[config.mk]
export PLATFORM = sky130hd
export DESIGN_NAME = tekbot_sequencer
export DESIGN_NICKNAME = d
export VERILOG_FILES = /design/src/rtl/tekbot_sequencer.sv
export SDC_FILE = /design/constraint.sdc
export NUM_CORES = 1
export LEC_CHECK = 0
export BUFFER_PORTS_ARGS = -buffer_cell sky130_fd_sc_hd__buf_4
export CAP_MARGIN = 20
export CORE_ASPECT_RATIO = 1.75
export CORE_UTILIZATION = 50
export DETAILED_ROUTE_END_ITERATION = 7
export PLACE_DENSITY_LB_ADDON = 0.15
export SLEW_MARGIN = 10
export SYNTH_ARGS = -nofsm -noshare
export SYNTH_HDL_FRONTEND = slang
export SYNTH_SLANG_ARGS = --single-unit
[constraint.sdc]
create_clock -name clk_i -period 2.1 [get_ports clk_i]
set_input_delay 0.105 -clock clk_i [delete_from_list [all_inputs] [get_ports clk_i]]
set_output_delay 0.105 -clock clk_i [all_outputs]
set_load 0.02 [all_outputs]
[src/rtl/tekbot_sequencer.sv]
// tekbot_sequencer: bump-and-turn motor sequencer (FWD -> REV -> TURN -> FWD) paced by a tick prescaler.
//   clk_i            system clock, rising edge
//   reset_n          asynchronous active-low reset
//   bump_l_n/r_n     active-low bumpers, asynchronous to clk_i
//   motor_*_en/dir   registered motor enables and directions (dir 1 = forward)
//   state_o          registered state: FWD=0, REV=1, TURN_L=2, TURN_R=3
//   tick_o           one-clock pulse while the prescaler sits at TICK_MAX
module tekbot_sequencer #(
  parameter int TICK_MAX   = 207999,
  parameter int REV_TICKS  = 10,
  parameter int TURN_TICKS = 5
) (
  input  logic       clk_i,
  input  logic       reset_n,
  input  logic       bump_l_n,
  input  logic       bump_r_n,
  output logic       motor_l_en,
  output logic       motor_r_en,
  output logic       motor_l_dir,
  output logic       motor_r_dir,
  output logic [1:0] state_o,
  output logic       tick_o
);
  typedef enum logic [1:0] {FWD = 2'd0, REV = 2'd1, TURN_L = 2'd2, TURN_R = 2'd3} state_t;
  state_t      state_q, state_d, turn_q, turn_d;
  logic [1:0]  sync_l_q, sync_r_q;
  logic [20:0] presc_q, presc_d;
  logic [7:0]  phase_q, phase_d;
  logic [3:0]  out_q, out_d;
  logic [1:0]  state_o_q;
  logic        tick_q, tick_d, tick, bump, last, moved;
  always_comb begin
    tick    = presc_q == 21'(TICK_MAX);
    bump    = ~sync_l_q[1] | ~sync_r_q[1];
    // exit on the tick that would bring the phase count up to its terminal value
    last    = state_q == REV ? phase_q == 8'(REV_TICKS - 1) : phase_q == 8'(TURN_TICKS - 1);
    state_d = state_q == FWD ? (bump ? REV : FWD) : (tick && last) ? (state_q == REV ? turn_q : FWD) : state_q;
    // left bumper (alone or with right) turns right; right alone turns left
    turn_d  = (state_q == FWD && bump) ? (~sync_l_q[1] ? TURN_R : TURN_L) : turn_q;
    moved   = state_d != state_q;
    presc_d = (moved || tick) ? '0 : presc_q + 1'b1;
    phase_d = (moved || state_q == FWD) ? '0 : tick ? phase_q + 1'b1 : phase_q;
    tick_d  = presc_d == 21'(TICK_MAX);
    // {l_en, r_en, l_dir, r_dir}
    out_d   = state_q == FWD ? 4'b1111 : state_q == REV ? 4'b1100 : state_q == TURN_L ? 4'b1101 : 4'b1110;
  end
  always_ff @(posedge clk_i or negedge reset_n) begin
    if (!reset_n) begin
      sync_l_q  <= 2'b11;
      sync_r_q  <= 2'b11;
      state_q   <= FWD;
      turn_q    <= TURN_R;
      presc_q   <= '0;
      phase_q   <= '0;
      out_q     <= 4'b0011;
      state_o_q <= 2'd0;
      tick_q    <= 1'b0;
    end else begin
      sync_l_q  <= {sync_l_q[0], bump_l_n};
      sync_r_q  <= {sync_r_q[0], bump_r_n};
      state_q   <= state_d;
      turn_q    <= turn_d;
      presc_q   <= presc_d;
      phase_q   <= phase_d;
      out_q     <= out_d;
      state_o_q <= state_q;
      tick_q    <= tick_d;
    end
  end
  assign {motor_l_en, motor_r_en, motor_l_dir, motor_r_dir} = out_q;
  assign state_o = state_o_q;
  assign tick_o  = tick_q;
endmodule

==> impl_metrics.tcl, run 1 <==
set metrics [dict create \
    postSynthCellCount 203 \
    drive_above_1_share_pct 30.3 \
    tritoncts "built" \
    power.static_leakage_nw 1.20 \
    routabilityCongestion 0.790 \
    setup_viol 0 \
    min_path_type "input pin to asynchronous set/reset pin" \
    grt_setup_unrepaired "true" \
    post-route-min-period_ns 2.02 \
    clock_power_share_pct 42.2 \
    drc_errors 0 \
    finalWirelength_um 4790 \
    p_seq_share_pct 55.6 \
    netlist.top_cell.by_area "dfrtp_1" \
    grt_pass1_wl_um 8070 \
    final_net_count 249 \
    numPortBuffers 10 \
    detail_route.first_pass.iterations 4 \
    yosys_register_bits 42 \
    synth_sequential_area_ratio_pct 50.0 \
    antenna_cells 0 \
    clock_path_buffers 2 \
    clockRootBuffer "clkbuf_8" \
    setup_ws_ns 0.0847 \
    cts-buffers-inserted 5 \
    synth-main-ff-cell "dfrtp_1" \
    cts.sink_count 42 \
    most_common_cell_after_layout_fill_and_taps_aside "dfrtp_1" \
    synth_async_sr_flop_share_pct 100 \
    final_cell_mix "35 x dfrtp_1, 30 x buf_4, 27 x nor2_1" \
    endpoint_kind "flop" \
    setup_tns_ns 0 \
    netlist.area_leader.share_pct 41.3 \
    effective_utilization_at_floorplan_pct 51.6 \
    clock.fmax_mhz 496 \
    critPathRequiredTime_ns 2.27 \
    critPathMaxFanout 6 \
    post-dp-hpwl_um 3310 \
    io_pins 11 \
    path_clk_slew_ns 0.08 \
    power.share.switching_pct 20.2 \
    y_dimension_of_the_die_um 88.1 \
    number_of_enable_flip_flop_cells_after_synthesis 0 \
    num_rows 31 \
    synthesis.nets 212 \
    ys.warnings.count 0 \
    worstSetupPathType "flop to flop" \
    route.vias.total 1691 \
    grt_max_degree 43 \
    synth_area_per_cell_sq_um 10.4 \
    placeableCoreArea_sq_um 4110 \
    worstPathArrival_ns 2.18 \
    powerDensity_nw_per_um2 558 \
    timing.critical_path.from_type "flop" \
    detail-route-antenna-nets 0 \
    slew_headroom_pct 60.0 \
    final_area_sq_um 2640 \
    p_sw_mw 0.297 \
    max_cap_viol_count 0 \
    areaGrowthSynthToFinish_pct 24.6 \
    die_width_um 51.2 \
    vdd_drop_max_mv 0.418 \
    cell_area_after_placement_sq_um 2400 \
    overflow 0 \
    drt_first_iter_violations 43 \
    max_slew.worst_pin.slew_ns 0.593 \
    timing_max_transition_violations_final 0 \
    vias_per_cell 5.83 \
    outcome "finished, final reports clean" \
    num-fill-cells 343 \
    final-hold-violation-count 0 \
    first_global_vias 1802 \
    htree_num_levels 2 \
    synth.top_cells.by_area "dfrtp_1 41%, dfstp_2 8.7%, xor2_1 6.2%" \
    layout_worst_path_cycle_share_pct 96.0 \
    wire_per_inst_um 16.5 \
    totalPowerFinal_mw 1.47 \
    synth_cell_types 51 \
    clock-skew-final_ns 0.00498 \
    power.internal_mw 1.18 \
    syn-cell-area_sq_um 2120 \
    numPlacedInstances 277 \
    power.combinational.fraction_pct 2.2 \
    track_usage_pct 24.1 \
    final_cell_count_no_fill 290 \
    pre_cts_slack_ns -0.0990 \
    fp.dieArea_sq_um 4510 \
    grt_antenna_before_repair 0 \
    clk_latency_ns 0.29 \
]
## cell usage after synthesis, types with 2 or more instances
cell type	instances
dfrtp_1	35
nor2_1	28
xor2_1	15
nand2_1	11
nand4_1	10
nand3_1	9
xnor2_1	9
a21oi_1	7
and3_1	7
dfstp_2	7
inv_1	6
ha_1	5
o21ai_0	5
nand4b_1	3
a21oi_2	2
a31oi_1	2
buf_2	2
nor3_1	2
nor4_1	2
nor4_4	2
nor4b_1	2
or2_2	2
or3_1	2
## worst max-delay path: stages (launching register included)
cell,delay (ns)
dfrtp_1,0.39
ha_2,0.23
nand3_4,0.15
nor4_4,0.34
buf_4,0.17
mux2_2,0.33
o2111ai_2,0.21
nor4b_2,0.08
## per-stage QoR
| step | utilization, % | hold WS [ns] |
|---|---|---|
| global placement | 58.4 | 0.107 |
| floorplan | - | -0.191 |
| finish | 64.2 | 0.337 |
| CTS | 62.8 | 0.341 |
| detailed placement | 58.4 | 0.127 |
| global route | 64.2 | 0.364 |
## cell type report
type                            instances  area, sq um  share of cell area [%]
Clock buffer                            5         68.8                    2.61
Timing Repair Buffer                   34          275                    10.4
Inverter                                6         22.5                   0.853
Clock inverter                          3         40.0                    1.52
Tap cell                               49         61.3                    2.32
Multi-Input combinational cell        151         1110                    42.2
Sequential cell                        42         1060                    40.1
## cell families after synthesis
kind of cell    Yosys count  synth area share [%]
other cells               1                 0.177
fa+ha+maj                 5                  2.95
flops                    42                  50.0
buf+inv                  10                  2.07
xor+xnor                 24                  9.92
mux                       2                  1.00
compound gates           25                  7.91
simple gates             94                  26.0
## power groups by stage
stage / clock, mW / combinational [mW] / sequential [mW]
6_report: 0.623 / 0.0318 / 0.819
5_1_grt: 0.677 / 0.0357 / 0.820
4_1_cts: 0.650 / 0.0327 / 0.819
3_5_place_dp: 0 / 0.0284 / 0.835
3_3_place_gp: 0 / 0.0271 / 0.834
2_1_floorplan: 0 / 0.00408 / 0.835
## final timing paths
kind | slack (ns) | endpoint | from | cells past startpoint
max in group asynchronous | 1.40 | sync_l_q[0] | reset_n | 2
max reg2reg | 0.08 | tick_o | presc_q[1] | 7
min in group clk_i | 0.35 | sync_r_q[1] | sync_r_q[0] | 0
min reg2reg | 0.35 | sync_r_q[1] | sync_r_q[0] | 0
min | 0.34 | state_o[1] | reset_n | 2
max | 0.08 | tick_o | presc_q[1] | 7
## registers in the layout (all words and copies together), names as in the netlist
signal / count
sync_r_q: 2
phase_q: 8
tick_o: 1
sync_l_q: 2
out_q: 3
turn_q: 1
presc_q: 21
state_q: 2
state_o: 2
## routing by layer
metal  track usage, %  part of all wire [%]  vias up
met5                0                     0        -
met4             13.3                   3.2        0
met3             4.17                   2.3       13
met2             44.5                    57       36
met1             25.1                    37      853
li1                 -                     -      789
## what timing repair did
action / 4_1_cts / 5_1_grt
hold buffers: 3 / 0
pin swaps: 4 / 4
setup endpoints to repair: 7 / 5
cloned: 0 / 0
setup buffers: 1 / 1
gates resized for setup: 7 / 8
endpoints found under the hold margin: 37 / 0
Note: power is estimated with default switching activity, not from simulation.
==> inputs of run 2 (changes only) <==
CORE_UTILIZATION = 30   (was 50)
CTS_BUF_LIST = sky130_fd_sc_hd__clkbuf_4   (was unset)
==> run 2 against run 1 <==
Against the previous run: critical path depth shrank 1; global-route usage is 8.8 points lower; power fell by 4.6%; clock power decreased by 11%; design area increased by 5.6%; non-clock buffer count up 18; routed wire length increased by 5.4%; worst hold slack got worse by 0.11 ns; via count shrank 1.1%; worst setup slack improved by 0.023 ns; core utilization decreased by 24 points; clock skew increased by 0.018 ns; largest cell class unchanged.
==> impl_metrics.tcl, run 2 (synthesized netlist as in run 1, its figures left out) <==
set metrics [dict create \
    max_cap_viol_count 0 \
    final-hold-violation-count 0 \
    vias_per_cell 4.88 \
    numPortBuffers 10 \
    largest-register "presc_q" \
    critPathMaxFanout 3 \
    final_cell_mix "48 x buf_4, 35 x dfrtp_1, 28 x nor2_1" \
    critical-path-slowest-cell "or4b_4" \
    ff_latch_area_sq_um 1060 \
    critPathRequiredTime_ns 2.40 \
    grt_setup_unrepaired "true" \
    track_usage_pct 15.3 \
    cts-buffers-inserted 5 \
    worstPathArrival_ns 2.29 \
    totalPowerFinal_mw 1.41 \
    timing.critical_path.from_type "flop" \
    areaGrowthSynthToFinish_pct 31.6 \
    antenna_cells 0 \
    multiInputGateArea_sq_um 1120 \
    wire_per_inst_um 14.7 \
    timing_max_transition_violations_final 0 \
    critPathTopFamily "simple AND/OR/NAND/NOR gates" \
    grt_antenna_before_repair 0 \
    most_common_cell_after_layout_fill_and_taps_aside "buf_4" \
    worst-path-buf-inv 0 \
    holdWs_ns 0.230 \
    clk_latency_ns 0.39 \
    drt_first_iter_violations 47 \
    detail-route-antenna-nets 0 \
    clockRootBuffer "clkbuf_4" \
    min_path_type "input pin to asynchronous set/reset pin" \
    routabilityCongestion 0.737 \
    worstSetupPathType "flop to flop" \
    setup_tns_ns 0 \
    endpoint_kind "flop" \
    drive_above_1_share_pct 35.1 \
    slew_headroom_pct 63.3 \
    layout_worst_path_cycle_share_pct 94.9 \
    grt_pass1_wl_um 8380 \
    num-fill-cells 713 \
    first_global_vias 1762 \
    crit_path_max_incr_delay_ns 0.54 \
    y_dimension_of_the_die_um 113 \
    setup_viol 0 \
    final_cell_count_no_fill 343 \
    vdd_drop_max_mv 0.298 \
    clock-skew-final_ns 0.0233 \
    htree_num_levels 2 \
    post-dp-hpwl_um 3580 \
    clock.fmax_mhz 502 \
    powerDensity_nw_per_um2 504 \
    die_width_um 65.5 \
    outcome "finished, final reports clean" \
    fp.dieArea_sq_um 7420 \
    route.vias.total 1673 \
    placeableCoreArea_sq_um 6860 \
    final_net_count 267 \
    path_clk_slew_ns 0.15 \
    clock_path_buffers 2 \
    overflow 0 \
    grt_max_degree 43 \
    post-route-min-period_ns 1.99 \
    tritoncts "built" \
    effective_utilization_at_floorplan_pct 30.9 \
    cts.sink_count 42 \
    power.static_leakage_nw 1.30 \
    reg.largest.list "presc_q: 21 flops, phase_q: 8 flops, out_q: 3 flops" \
    max_slew.worst_pin.slew_ns 0.550 \
    io_pins 11 \
    max_ffs_per_register 21 \
    detail_route.first_pass.iterations 4 \
    finalWirelength_um 5050 \
    crit_path_cell_trace "ha_4, or4b_4, a211oi_4, and3_4, mux2i_1, nor2_1" \
    num_rows 40 \
    numPlacedInstances 327 \
    drc_errors 0 \
]
[run 2: worst paths after layout]
path | start | endpoint | slack, ns | cells past startpoint
setup / recovery | state_q[0] | state_q[1] | 0.11 | 6
hold / removal | reset_n | state_o[0] | 0.23 | 2
setup reg to reg | state_q[0] | state_q[1] | 0.11 | 6
hold reg to reg | sync_l_q[0] | sync_l_q[1] | 0.34 | 0
max in group asynchronous | reset_n | sync_l_q[0] | 1.47 | 2
min in group clk_i | sync_l_q[0] | sync_l_q[1] | 0.34 | 0
[run 2: what timing repair did]
item,CTS,global route
hold endpoints to repair,37,0
hold buffers,3,0
endpoints found under the setup margin,8,9
pin swaps,4,3
gates resized for setup,6,11
setup buffers,2,3
[run 2: power by group]
part | internal (mW) | switching, mW | total, mW
logic | 0.0112 | 0.0222 | 0.0334
clock network | 0.253 | 0.299 | 0.552
registers | 0.817 | 0.00283 | 0.820
[run 2: metrics by stage]
stage,instance area [sq um],utilization [%],setup slack [ns]
floorplan,2130,-,-0.00792
global placement,2550,37.1,-0.0439
detailed placement,2550,37.1,-0.0955
CTS,2700,39.4,0.0184
global route,2790,40.7,0.00121
finish,2790,40.7,0.108
[run 2: area by class of cell]
| class | instances | share of cell area (%) |
|---|---|---|
| multi-input combinational | 151 | 40.1 |
| sequential | 42 | 38.0 |
| timing repair buffer | 52 | 14.4 |
| tap | 84 | 3.77 |
| clock buffer | 5 | 1.35 |
| clock inverter | 3 | 1.57 |
| inverter | 6 | 0.807 |
[run 2: routing by layer]
layer,up-vias,part of all wire (%),global-route usage (%)
li1,830,-,-
met1,816,39,14.7
met2,19,57,29.6
met3,8,1.8,3.33
met4,0,2.4,7.10
met5,-,0,0
==> inputs of run 3 (changes only) <==
CELL_PAD_IN_SITES_DETAIL_PLACEMENT = 0   (was unset)
CELL_PAD_IN_SITES_GLOBAL_PLACEMENT = 1   (was unset)
==> run 3 against run 2 <==
Against the previous run: final cell count up 0.29%; critical path depth unchanged; non-clock buffer count up 1; combinational power down 4%; die area unchanged; maximum frequency up 0.85%; clock skew down 0.0092 ns.
==> impl_metrics.tcl, run 3 (synthesized netlist as in run 1, its figures left out) <==
set metrics [dict create \
    clock_path_buffers 2 \
    clock-skew-final_ns 0.0141 \
    setup_viol 0 \
    reg.largest.list "presc_q: 21 flops, phase_q: 8 flops, out_q: 3 flops" \
    drc_errors 0 \
    vias_per_cell 4.94 \
    num-fill-cells 674 \
    critPathTopFamily "simple AND/OR/NAND/NOR gates" \
    clock.fmax_mhz 506 \
    route.vias.total 1698 \
    slew_headroom_pct 63.2 \
    grt_max_degree 43 \
    totalPowerFinal_mw 1.26 \
    detail-route-antenna-nets 0 \
    clk_latency_ns 0.35 \
    numPortBuffers 10 \
    fp.dieArea_sq_um 7420 \
    tritoncts "built" \
    critical-path-slowest-cell "or4b_4" \
    max_cap_viol_count 0 \
    num_rows 40 \
    outcome "finished, final reports clean" \
    ff_latch_area_sq_um 1060 \
    finalWirelength_um 5000 \
    y_dimension_of_the_die_um 113 \
    track_usage_pct 15.7 \
    timing_max_transition_violations_final 0 \
    final-hold-violation-count 0 \
    placeableCoreArea_sq_um 6860 \
    cts.sink_count 42 \
    post-dp-hpwl_um 3620 \
    final_net_count 268 \
    final_cell_utilization_of_the_core_pct 39.7 \
    die_width_um 65.5 \
    crit_path_cell_trace "ha_4, or4b_4, a211oi_4, and3_4, mux2i_1, nor2_1" \
    largest-register "presc_q" \
    grt_pass1_wl_um 8830 \
    path_clk_slew_ns 0.13 \
    antenna_cells 0 \
    detail_route.first_pass.iterations 4 \
    worstPathArrival_ns 2.21 \
    max_ffs_per_register 21 \
    min_path_type "input pin to asynchronous set/reset pin" \
    effective_utilization_at_floorplan_pct 30.9 \
    cts-buffers-inserted 5 \
    routabilityCongestion 0.817 \
    max_slew.worst_pin.slew_ns 0.552 \
    timing.critical_path.from_type "flop" \
    critPathMaxFanout 3 \
    critPathRequiredTime_ns 2.34 \
    drive_above_1_share_pct 33.8 \
    htree_num_levels 2 \
    worstSetupPathType "flop to flop" \
    power.static_leakage_nw 1.26 \
    vdd_drop_max_mv 0.287 \
    final_cell_mix "50 x buf_4, 35 x dfrtp_1, 28 x nor2_1" \
    crit_path_max_incr_delay_ns 0.54 \
    clockRootBuffer "clkbuf_4" \
    first_global_vias 1804 \
    endpoint_kind "flop" \
    overflow 0 \
    grt_antenna_before_repair 0 \
    wire_per_inst_um 14.5 \
    io_pins 11 \
    holdWs_ns 0.275 \
    layout_worst_path_cycle_share_pct 94.1 \
    multiInputGateArea_sq_um 1080 \
    drt_first_iter_violations 70 \
    areaGrowthSynthToFinish_pct 28.5 \
    powerDensity_nw_per_um2 462 \
    worst-path-buf-inv 0 \
    most_common_cell_after_layout_fill_and_taps_aside "buf_4" \
    post-route-min-period_ns 1.98 \
]
-- run 3: per-layer routing --
layer	part of all wire, %	vias to the layer above	track usage, %	wire length (um)
met5	0	-	0	0
met4	2.6	0	6.38	129
met3	2.1	10	2.82	104
met2	58	24	28.6	2900
met1	37	838	17.3	1870
li1	-	826	-	-
-- run 3: cell type report --
cell class	count	area share (%)
clock buffer	6	1.65
clock inverter	2	0.367
inverter	6	0.827
multi-input combinational	151	39.5
sequential	42	38.9
tap	84	3.86
timing repair buffer	53	14.9
-- run 3: path summary, 6_finish.rpt --
check                      slack [ns]  cells past startpoint           to   startpoint
min                              0.28                      2     out_q[2]      reset_n
max                              0.12                      6   state_q[1]   state_q[0]
min in group clk_i               0.37                      0  sync_l_q[1]  sync_l_q[0]
max in group asynchronous        1.45                      2   presc_q[5]      reset_n
min reg2reg                      0.37                      0  sync_l_q[1]  sync_l_q[0]
max reg2reg                      0.12                      6   state_q[1]   state_q[0]
-- run 3: power breakdown --
group / internal [mW] / switching (mW)
clock network: 0.141 / 0.267
registers: 0.817 / 0.00255
logic: 0.0101 / 0.0218
total: 0.968 / 0.292
-- run 3: what timing repair did --
action | 4_1_cts | 5_1_grt
endpoints found under the hold margin | 37 | 0
cloned | 0 | 0
hold buffers | 3 | 0
setup buffers | 1 | 3
pin swaps | 3 | 4
endpoints found under the setup margin | 8 | 5
gates resized for setup | 4 | 5
-- run 3: metrics by stage --
step	instances	setup TNS (ns)	setup slack, ns	instance area (sq um)
after floorplan	203	-0.0317	-0.00792	2130
after global placement	329	-0.283	-0.0558	2560
after detailed placement	329	-0.421	-0.0814	2560
after CTS	341	0	0.0449	2670
after global routing	344	-0.0199	-0.0199	2720
final	344	0	0.124	2720
